<file path="src/rtl/ctrl_reducao_blocos.sv">
// Block-average downscaling sequencer: walks the source frame in FxF blocks (F = 2 or 4),
// accumulates each block and emits its mean. Define ARREDONDAMENTO_EN for round-half-up means.
module ctrl_reducao_blocos #(
    parameter int LARGURA = 160,
    parameter int ALTURA  = 120,
    parameter int ADDR_W  = 15
) (
    input  logic              clk,
    input  logic              rst,
    input  logic              start,
    input  logic              fator_sel,
    output logic              busy,
    output logic              done,
    output logic              rd_en,
    output logic [ADDR_W-1:0] rd_addr,
    input  logic [7:0]        rd_data,
    output logic              wr_valid,
    input  logic              wr_ready,
    output logic [ADDR_W-1:0] wr_addr,
    output logic [7:0]        wr_data
);

    localparam logic [2:0] IDLE     = 3'd0;
    localparam logic [2:0] LER      = 3'd1;
    localparam logic [2:0] DRENO    = 3'd2;
    localparam logic [2:0] ESCREVER = 3'd3;
    localparam logic [2:0] FIM      = 3'd4;

    localparam logic [ADDR_W-1:0] LARG_A = ADDR_W'(LARGURA);
    localparam logic [ADDR_W-1:0] ALT_A  = ADDR_W'(ALTURA);

    logic [2:0]        estado;
    logic              f4;
    logic [ADDR_W-1:0] linha;
    logic [ADDR_W-1:0] coluna;
    logic [ADDR_W-1:0] wr_addr_q;
    logic [1:0]        di;
    logic [1:0]        dj;
    logic [11:0]       soma;
    logic              rd_pend;

    logic [ADDR_W-1:0] passo;
    logic [1:0]        lim;
    logic              ultima_col;
    logic              ultima_lin;

    assign passo      = f4 ? ADDR_W'(4) : ADDR_W'(2);
    assign lim        = f4 ? 2'd3 : 2'd1;
    assign ultima_col = (coluna == LARG_A - passo);
    assign ultima_lin = (linha == ALT_A - passo);

    assign busy     = (estado == LER) || (estado == DRENO) || (estado == ESCREVER);
    assign done     = (estado == FIM);
    assign rd_en    = (estado == LER);
    assign wr_valid = (estado == ESCREVER);
    assign wr_addr  = wr_addr_q;
    assign rd_addr  = (linha + ADDR_W'(di)) * LARG_A + coluna + ADDR_W'(dj);

`ifdef ARREDONDAMENTO_EN
    logic [12:0] soma_arred;
    logic [12:0] media_larga;

    assign soma_arred  = {1'b0, soma} + (f4 ? 13'd8 : 13'd2);
    assign media_larga = f4 ? (soma_arred >> 4) : (soma_arred >> 2);
    assign wr_data     = (media_larga > 13'd255) ? 8'hFF : media_larga[7:0];
`else
    // A 2x2 sum never exceeds 1020, so bits [9:2] hold the full quotient.
    assign wr_data = f4 ? soma[11:4] : soma[9:2];
`endif

    always_ff @(posedge clk or posedge rst) begin
        if (rst) begin
            estado    <= IDLE;
            f4        <= 1'b0;
            linha     <= '0;
            coluna    <= '0;
            wr_addr_q <= '0;
            di        <= 2'd0;
            dj        <= 2'd0;
            soma      <= 12'd0;
            rd_pend   <= 1'b0;
        end else begin
            rd_pend <= (estado == LER);
            // Pixel arrives one cycle after its read; later case branches take priority.
            if (rd_pend) begin
                soma <= soma + {4'd0, rd_data};
            end
            case (estado)
                IDLE: begin
                    if (start) begin
                        f4        <= fator_sel;
                        linha     <= '0;
                        coluna    <= '0;
                        wr_addr_q <= '0;
                        di        <= 2'd0;
                        dj        <= 2'd0;
                        soma      <= 12'd0;
                        estado    <= LER;
                    end
                end
                LER: begin
                    if (dj == lim) begin
                        dj <= 2'd0;
                        if (di == lim) begin
                            di     <= 2'd0;
                            estado <= DRENO;
                        end else begin
                            di <= di + 2'd1;
                        end
                    end else begin
                        dj <= dj + 2'd1;
                    end
                end
                DRENO: begin
                    estado <= ESCREVER;
                end
                ESCREVER: begin
                    if (wr_ready) begin
                        soma      <= 12'd0;
                        wr_addr_q <= wr_addr_q + ADDR_W'(1);
                        if (ultima_col) begin
                            coluna <= '0;
                            if (ultima_lin) begin
                                linha  <= '0;
                                estado <= FIM;
                            end else begin
                                linha  <= linha + passo;
                                estado <= LER;
                            end
                        end else begin
                            coluna <= coluna + passo;
                            estado <= LER;
                        end
                    end
                end
                FIM: begin
                    estado <= IDLE;
                end
                default: begin
                    estado <= IDLE;
                end
            endcase
        end
    end

endmodule

</file>
<file path="config.mk">
export PLATFORM = sky130hd
export DESIGN_NAME = ctrl_reducao_blocos
export DESIGN_NICKNAME = d
export VERILOG_FILES = /design/src/rtl/ctrl_reducao_blocos.sv
export SDC_FILE = /design/constraint.sdc
export NUM_CORES = 1
export LEC_CHECK = 0
export ABC_AREA = 1
export CELL_PAD_IN_SITES_DETAIL_PLACEMENT = 1
export CELL_PAD_IN_SITES_GLOBAL_PLACEMENT = 1
export CORE_MARGIN = 2
export CORE_UTILIZATION = 36
export DETAILED_ROUTE_END_ITERATION = 16
export PLACE_DENSITY = 0.83
export SETUP_SLACK_MARGIN = 0.15
export SLEW_MARGIN = 20
export SYNTH_ARGS = -nofsm -noshare
export SYNTH_HDL_FRONTEND = slang
export SYNTH_SLANG_ARGS = --single-unit
</file>
<file path="constraint.sdc">
create_clock -name clk -period 6.4 [get_ports clk]
set_input_delay 1.28 -clock clk [delete_from_list [all_inputs] [get_ports clk]]
set_output_delay 1.28 -clock clk [all_outputs]
set_load 0.005 [all_outputs]
</file>
==> results of run 1 <==
## area by class of cell
cell class | instances | area (sq um)
Clock buffer | 10 | 239.0
Clock inverter | 5 | 57.56
Fill cell | 1778 | 7746
Inverter | 86 | 327.8
Multi-Input combinational cell | 545 | 3028
Sequential cell | 64 | 1602
Tap cell | 180 | 225.2
Timing Repair Buffer | 55 | 548.0
## routing by layer
metal | track usage (%) | share of wire (%) | up-vias
met5 | 0 | 0 | -
li1 | - | - | 2449
met2 | 37.47 | 49 | 84
met1 | 26.64 | 46 | 2423
met4 | 8.405 | 2.0 | 0
met3 | 3.652 | 3.1 | 24
## where the power goes
part | internal (W) | leakage [nW] | switching [W]
sequential | 0.000477 | 0.868 | 0.000113
combinational | 0.000403 | 1.86 | 0.000627
clock | 0.000309 | 0.137 | 0.000192
## stage by stage
| stage | std cells | total power [W] | setup WS [ns] |
|---|---|---|---|
| 2_1_floorplan | 709 | 0.001238 | 1.887 |
| 3_3_place_gp | 930 | 0.001569 | 1.155 |
| 3_5_place_dp | 930 | 0.001620 | 0.9205 |
| 4_1_cts | 945 | 0.002139 | 0.5022 |
| 5_1_grt | 945 | 0.002306 | 0.1763 |
| 6_report | 945 | 0.002121 | 0.6036 |
## critical path, cell delays in order, from the launching register on
cell             delay [ns]
dfrtp_1                0.41
ha_1                   0.19
nand2_1                0.12
nor2_2                 0.16
inv_1                  0.09
nor2_1                 0.13
nor2_1                 0.05
a21oi_1                0.19
ha_1                   0.28
ha_1                   0.39
nand2_1                0.10
nand2_1                0.07
a31oi_1                0.18
xor2_1                 0.16
inv_1                  0.05
ha_1                   0.35
inv_1                  0.10
nor3_1                 0.26
nand3_1                0.12
nand3_1                0.11
xor2_1                 0.14
clkdlybuf4s50_1        0.51
## state kept, by name (all words and copies together) (netlist names)
| register | cells |
|---|---|
| wr_addr | 15 |
| dj | 2 |
| di | 2 |
| f4 | 1 |
| linha | 14 |
| rd_pend | 1 |
| soma | 12 |
| coluna | 14 |
| estado | 3 |
## final timing paths
check	startpoint	end	slack (ns)	depth (start not counted)
worst max-delay path	di[1]	rd_addr[13]	0.60	21
worst min-delay path	dj[0]	dj[0]	0.54	1
worst max register to register	f4	coluna[5]	2.97	9
worst min register to register	dj[0]	dj[0]	0.54	1
max in group asynchronous	rst	linha[11]	4.32	3
min in group asynchronous	rst	wr_addr[6]	1.51	3
## cells by family (layout without fill, tap and decap cells)
kind of cell             Yosys count  count (layout)  share of synthesized area, %
flip-flops                        64              64                         31.85
buffers and inverters            100             156                         8.087
AND/OR/NAND/NOR                  362             362                         31.53
adder cells (fa/ha/maj)           42              42                         11.05
AO/OA/AOI/OAI                    106             106                         11.40
XOR/XNOR                          35              35                         6.096
## repair_timing
| item | 4_1_cts | 5_1_grt |
|---|---|---|
| endpoints found under the hold margin | 0 | 0 |
| endpoints found under the setup margin | 0 | 2 |
| resized for setup | 0 | 2 |
## synth_stat cells (2+ instances only)
cell type and instances:
nand3b_1 2, o21bai_1 4, clkbuf_1 5, nor2_4 2, o21ai_0 44, o31ai_1 2
and3_1 3, dfrtp_1 64, fa_1 4, nand3_1 58, inv_1 83, inv_4 2
nand2_2 2, buf_2 6, a21oi_1 37, nand4_1 22, nor3b_1 2, a31oi_1 5
buf_6 2, xnor2_1 6, nor3_1 27, nor2_1 79, o21a_1 2, ha_1 38
xor2_1 29, nand2_1 162, o21ai_1 6
==> key figures, run 1 <==
Clock network
  • CTS tree: yes
  • Total setup buffers inserted after CTS: 0
  • CTS max path bufs: 2
  • Clock sinks: 64
  • Total CTS buffers: 9
  • Clock transition at the registers of the reported paths: 0.06 ns
  • # H-tree levels: 3
  • Root Driver: clkbuf_16
  • Cts hold-fix bufs: 0
  • Worst skew pair latency: roughly 0.35 ns

Status
  • Status: complete, no violations

Yosys
  • Register area share after synthesis: 31.85%
  • Post-synth EDFFs: 0
  • Register bit total from synthesis: 64
  • Mapped Cells: roughly 710
  • Synth area leaders: dfrtp_1 (32%), nand2_1 (12%), ha_1 (9.5%), inv_1 (6.2%), nor2_1 (5.9%)
  • Post-synth top flop: dfrtp_1
  • Yosys warns: 0
  • Syn nets: 764
  • Synth Area per Inst: 7.092 sq um
  • Fraction of registers with async set/reset: 100.0%
  • Library cells used by synthesis: 38
  • Cell Area, Synth: 0.005029 sq mm
  • Cell taking the most area after synthesis: dfrtp_1
  • Top cell type's share of synthesized area: 31.85%

Global route
  • Number of global-route vias before repair: 5384
  • Largest net degree at the start of global routing: between 60 and 70
  • First-pass GRT wire length: 25510 um
  • GRT Overall Usage: 21.57%
  • Aggregate global routing overflow: 0
  • Initial antenna violation count: 0

Floorplanning
  • Row count: between 40 and 50
  • Die X-Extent: around 120 um
  • Top Ports: 55
  • Effective utilization at floorplan: 36.51%
  • Die ar.: between 0.01 and 0.015 sq mm
  • Area of the core: 0.01377 sq mm
  • Die Height: ~120 um

Final layout
  • Final net count: 816
  • Commonest non-fill, non-tap cell in the layout: nand2_1
  • N_diodes: 0
  • Area delta synth->final: 19.86%
  • Most frequent cells in the layout: nand2_1 (162), inv_1 (82), nor2_1 (78)
  • Final Cell Area: 0.006027 sq mm
  • Final Core Density: 43.76%
  • Share of layout cells above drive strength 1: between 3 and 4%

Worst setup path
  • Setup crit end kind: output port
  • Critical path type: reg -> out
  • Critical Path Start Type: flip-flop
  • Critical Path RT: between 5 and 6 ns
  • Data arrival time of the critical path: 4.52 ns
  • Crit-path max FO: 5

Routing
  • Final ANT Viol Nets: 0
  • Vias per inst: between 5 and 6
  • TritonRoute pass-1 iters: 4
  • Via count: around 5000
  • Iter 0 DRT Violations: between 150 and 200
  • DR DRC count: 0
  • Per-cell routed wire length: 15.70 um
  • Final wirelength: 14840 um

Job
  • Max_cap viols: 0

STA
  • Min Hold Slack: 0.5417 ns
  • FMAX: 172.5 MHz
  • Fin crit share: between 90% and 100%
  • Slew Viols, Final: 0
  • Final Setup Violations: 0
  • Worst-margin pin slew: about 0.86 ns
  • Setup TNS: 0 ns
  • Hold Vio Cnt, Final: 0
  • Max Clock Skew: 0.007293 ns
  • Fin crit period: just under 6 ns
  • Setup repair after global routing missed its margin: no
  • Worst rel slew slack: 42.48%

Pwr
  • Power Density: between 300 and 400 mW/mm^2
  • Lkg Pwr: 2.863 nW
  • Worst VDD drop: 151.9 uV

Worst hold path
  • Worst hold path type: reg -> reg

Place
  • HPWL Detailed: 11220 um
  • Port-buffer cells: 54
  • Dpl cell area: about 0.0057 sq mm
  • Routability cong.: just under 0.9
Note: power is estimated with default switching activity, not from simulation.
==> inputs of run 2 (changes only) <==
- CELL_PAD_IN_SITES_DETAIL_PLACEMENT: 1 -> 0
- CTS_CLUSTER_DIAMETER: not set -> 120
==> key figures, run 2 (synthesis gave the netlist of run 1 again) <==
Status
  • Status: complete, no violations (unchanged)

STA
  • Setup TNS: 0 ns (unchanged)
  • Slew Viols, Final: 0 (unchanged)
  • Fin crit share: 89.20% (was 90.57%)
  • FMAX: 175.2 MHz (was 172.5 MHz)
  • Worst-margin pin slew: 0.8373 ns (was 0.8628 ns)
  • Hold Vio Cnt, Final: 0 (unchanged)
  • Setup ws final: 0.6909 ns (was 0.6036 ns)
  • Worst rel slew slack: 43.75% (was 42.48%)
  • Setup repair after global routing missed its margin: no (unchanged)
  • Max Clock Skew: 0.008554 ns (was 0.007293 ns)
  • Fin crit period: 5.709 ns (was 5.796 ns)
  • Min Hold Slack: 0.5338 ns (was 0.5417 ns)
  • Final Setup Violations: 0 (unchanged)

Clock network
  • Total CTS buffers: 9 (unchanged)
  • CTS tree: yes (unchanged)
  • # resized after CTS: 0 (unchanged)
  • Clock transition at the registers of the reported paths: 0.05 ns (was 0.06 ns)
  • # H-tree levels: 3 (unchanged)
  • CTS max path bufs: 2 (unchanged)
  • Clock sinks: 64 (unchanged)
  • Cts hold-fix bufs: 0 (unchanged)
  • Worst skew pair latency: 0.33 ns (was 0.35 ns)
  • Total setup buffers inserted after CTS: 0 (unchanged)
  • Root Driver: clkbuf_16 (unchanged)

Global route
  • GRT Overall Usage: 18.19% (was 21.57%)
  • First-pass GRT wire length: 21680 um (was 25510 um)
  • Largest net degree at the start of global routing: 65 (unchanged)
  • Number of global-route vias before repair: 4663 (was 5384)
  • Aggregate global routing overflow: 0 (unchanged)
  • Initial antenna violation count: 0 (unchanged)

Routing
  • Final ANT Viol Nets: 0 (unchanged)
  • Per-cell routed wire length: 13.46 um (was 15.70 um)
  • TritonRoute pass-1 iters: 5 (was 4)
  • Via count: 4837 (was 4980)
  • Final wirelength: 12730 um (was 14840 um)
  • DR DRC count: 0 (unchanged)
  • Iter 0 DRT Violations: 298 (was 197)
  • Vias per inst: 5.113 (was 5.270)

Floorplanning
  • Die X-Extent: 122.2 um (unchanged)
  • Effective utilization at floorplan: 36.51% (unchanged)
  • Row count: 43 (unchanged)
  • Die Height: 122.2 um (unchanged)
  • Area of the core: 0.01377 sq mm (unchanged)
  • Top Ports: 55 (unchanged)
  • Die ar.: 0.01493 sq mm (unchanged)

Worst setup path
  • Crit-path max FO: 5 (unchanged)
  • Critical Path Start Type: flip-flop (unchanged)
  • Critical path type: reg -> out (unchanged)
  • Data arrival time of the critical path: 4.43 ns (was 4.52 ns)
  • Critical Path RT: 5.12 ns (about the same)
  • Setup crit end kind: output port (unchanged)
  • Cells on worst reg2reg path: 10 (was 9)

Pwr
  • Lkg Pwr: 2.872 nW (was 2.863 nW)
  • Worst VDD drop: 155.1 uV (was 151.9 uV)
  • Power Density: 343.2 mW/mm^2 (was 351.9 mW/mm^2)

Final layout
  • Commonest non-fill, non-tap cell in the layout: nand2_1 (unchanged)
  • Final net count: 816 (unchanged)
  • N_diodes: 0 (unchanged)
  • Max reg flops: 15 (unchanged)
  • Share of layout cells above drive strength 1: 3.655% (was 3.922%)
  • Area delta synth->final: 19.76% (was 19.86%)
  • Most frequent cells in the layout: nand2_1 (162), inv_1 (82), nor2_1 (79) (was nand2_1 (162), inv_1 (82), nor2_1 (78))

Place
  • HPWL Detailed: 9519 um (was 11220 um)
  • Routability cong.: 0.8935 (unchanged)
  • Post-Place Worst Slack: 1.059 ns (was 0.9205 ns)
  • Port-buffer cells: 54 (unchanged)

Worst hold path
  • Hold path depth: 2 (was 1)
  • Worst hold path type: reg -> reg (unchanged)

Job
  • Max_cap viols: 0 (unchanged)
==> run 2: cell types whose count changed in the layout (fill, tap and decap cells not counted) <==
cell and delta:
clkbuf_1 +1, clkinv_2 +1, clkinv_4 +1, clkinvlp_4 -2, nor2_1 +1, nor2_2 -1, nor3_1 +1, nor3_2 -1
==> run 2: report_power, final <==
group | total, W | switching (W) | internal [W]
combinational | 0.000989 | 0.000590 | 0.000399
sequential | 0.000586 | 0.000109 | 0.000477
clock | 0.000492 | 0.000180 | 0.000311
total | 0.00207 | 0.000879 | 0.00119
==> run 2: per-layer routing <==
metal	vias to the layer above	global-route usage, %	share of wire (%)
li1	2457	-	-
met1	2245	24.63	50
met2	120	28.74	45
met3	15	3.418	3.9
met4	0	7.112	1.4
met5	-	0	0
==> run 2: layout make-up <==
type / count / area [sq um]
clock buffer: 11 / 242.7
clock inverter: 5 / 56.30
fill: 1413 / 7751
inverter: 86 / 327.8
multi-input combinational: 545 / 3020
sequential: 64 / 1602
tap: 180 / 225.2
timing repair buffer: 55 / 548.0
==> run 2: worst max-delay path, cell delays in order, from the launching register on <==
cell and delay [ns]:
dfrtp_1 0.41, ha_1 0.20, nand2_1 0.12, nor2_1 0.18, inv_1 0.09, nor2_1 0.14
nor2_1 0.06, a21oi_1 0.21, ha_1 0.27, ha_1 0.37, nand2_1 0.09, nand2_1 0.06
a31oi_1 0.18, xor2_1 0.16, inv_1 0.05, ha_1 0.34, inv_1 0.08, nor3_1 0.24
nand3_1 0.10, nand3_1 0.11, xor2_1 0.15, clkdlybuf4s50_1 0.51
==> run 2: final timing paths <==
| path | slack (ns) | from | end |
|---|---|---|---|
| worst max register to register | 3.13 | f4 | linha[3] |
| min in group asynchronous | 1.52 | rst | soma[1] |
| worst min-delay path | 0.53 | linha[1] | linha[1] |
| worst min register to register | 0.53 | linha[1] | linha[1] |
| max in group asynchronous | 4.33 | rst | linha[5] |
| worst max-delay path | 0.69 | di[1] | rd_addr[13] |
==> run 2: stage by stage <==
step                power, W  util, %  cell area, sq um  std cells
global route        0.002251    43.72              6022        946
global placement    0.001569    41.55              5723        930
CTS                 0.002091    43.72              6022        946
detailed placement  0.001580    41.55              5723        930
finish              0.002067    43.72              6022        946
floorplan           0.001238        -              5029        709
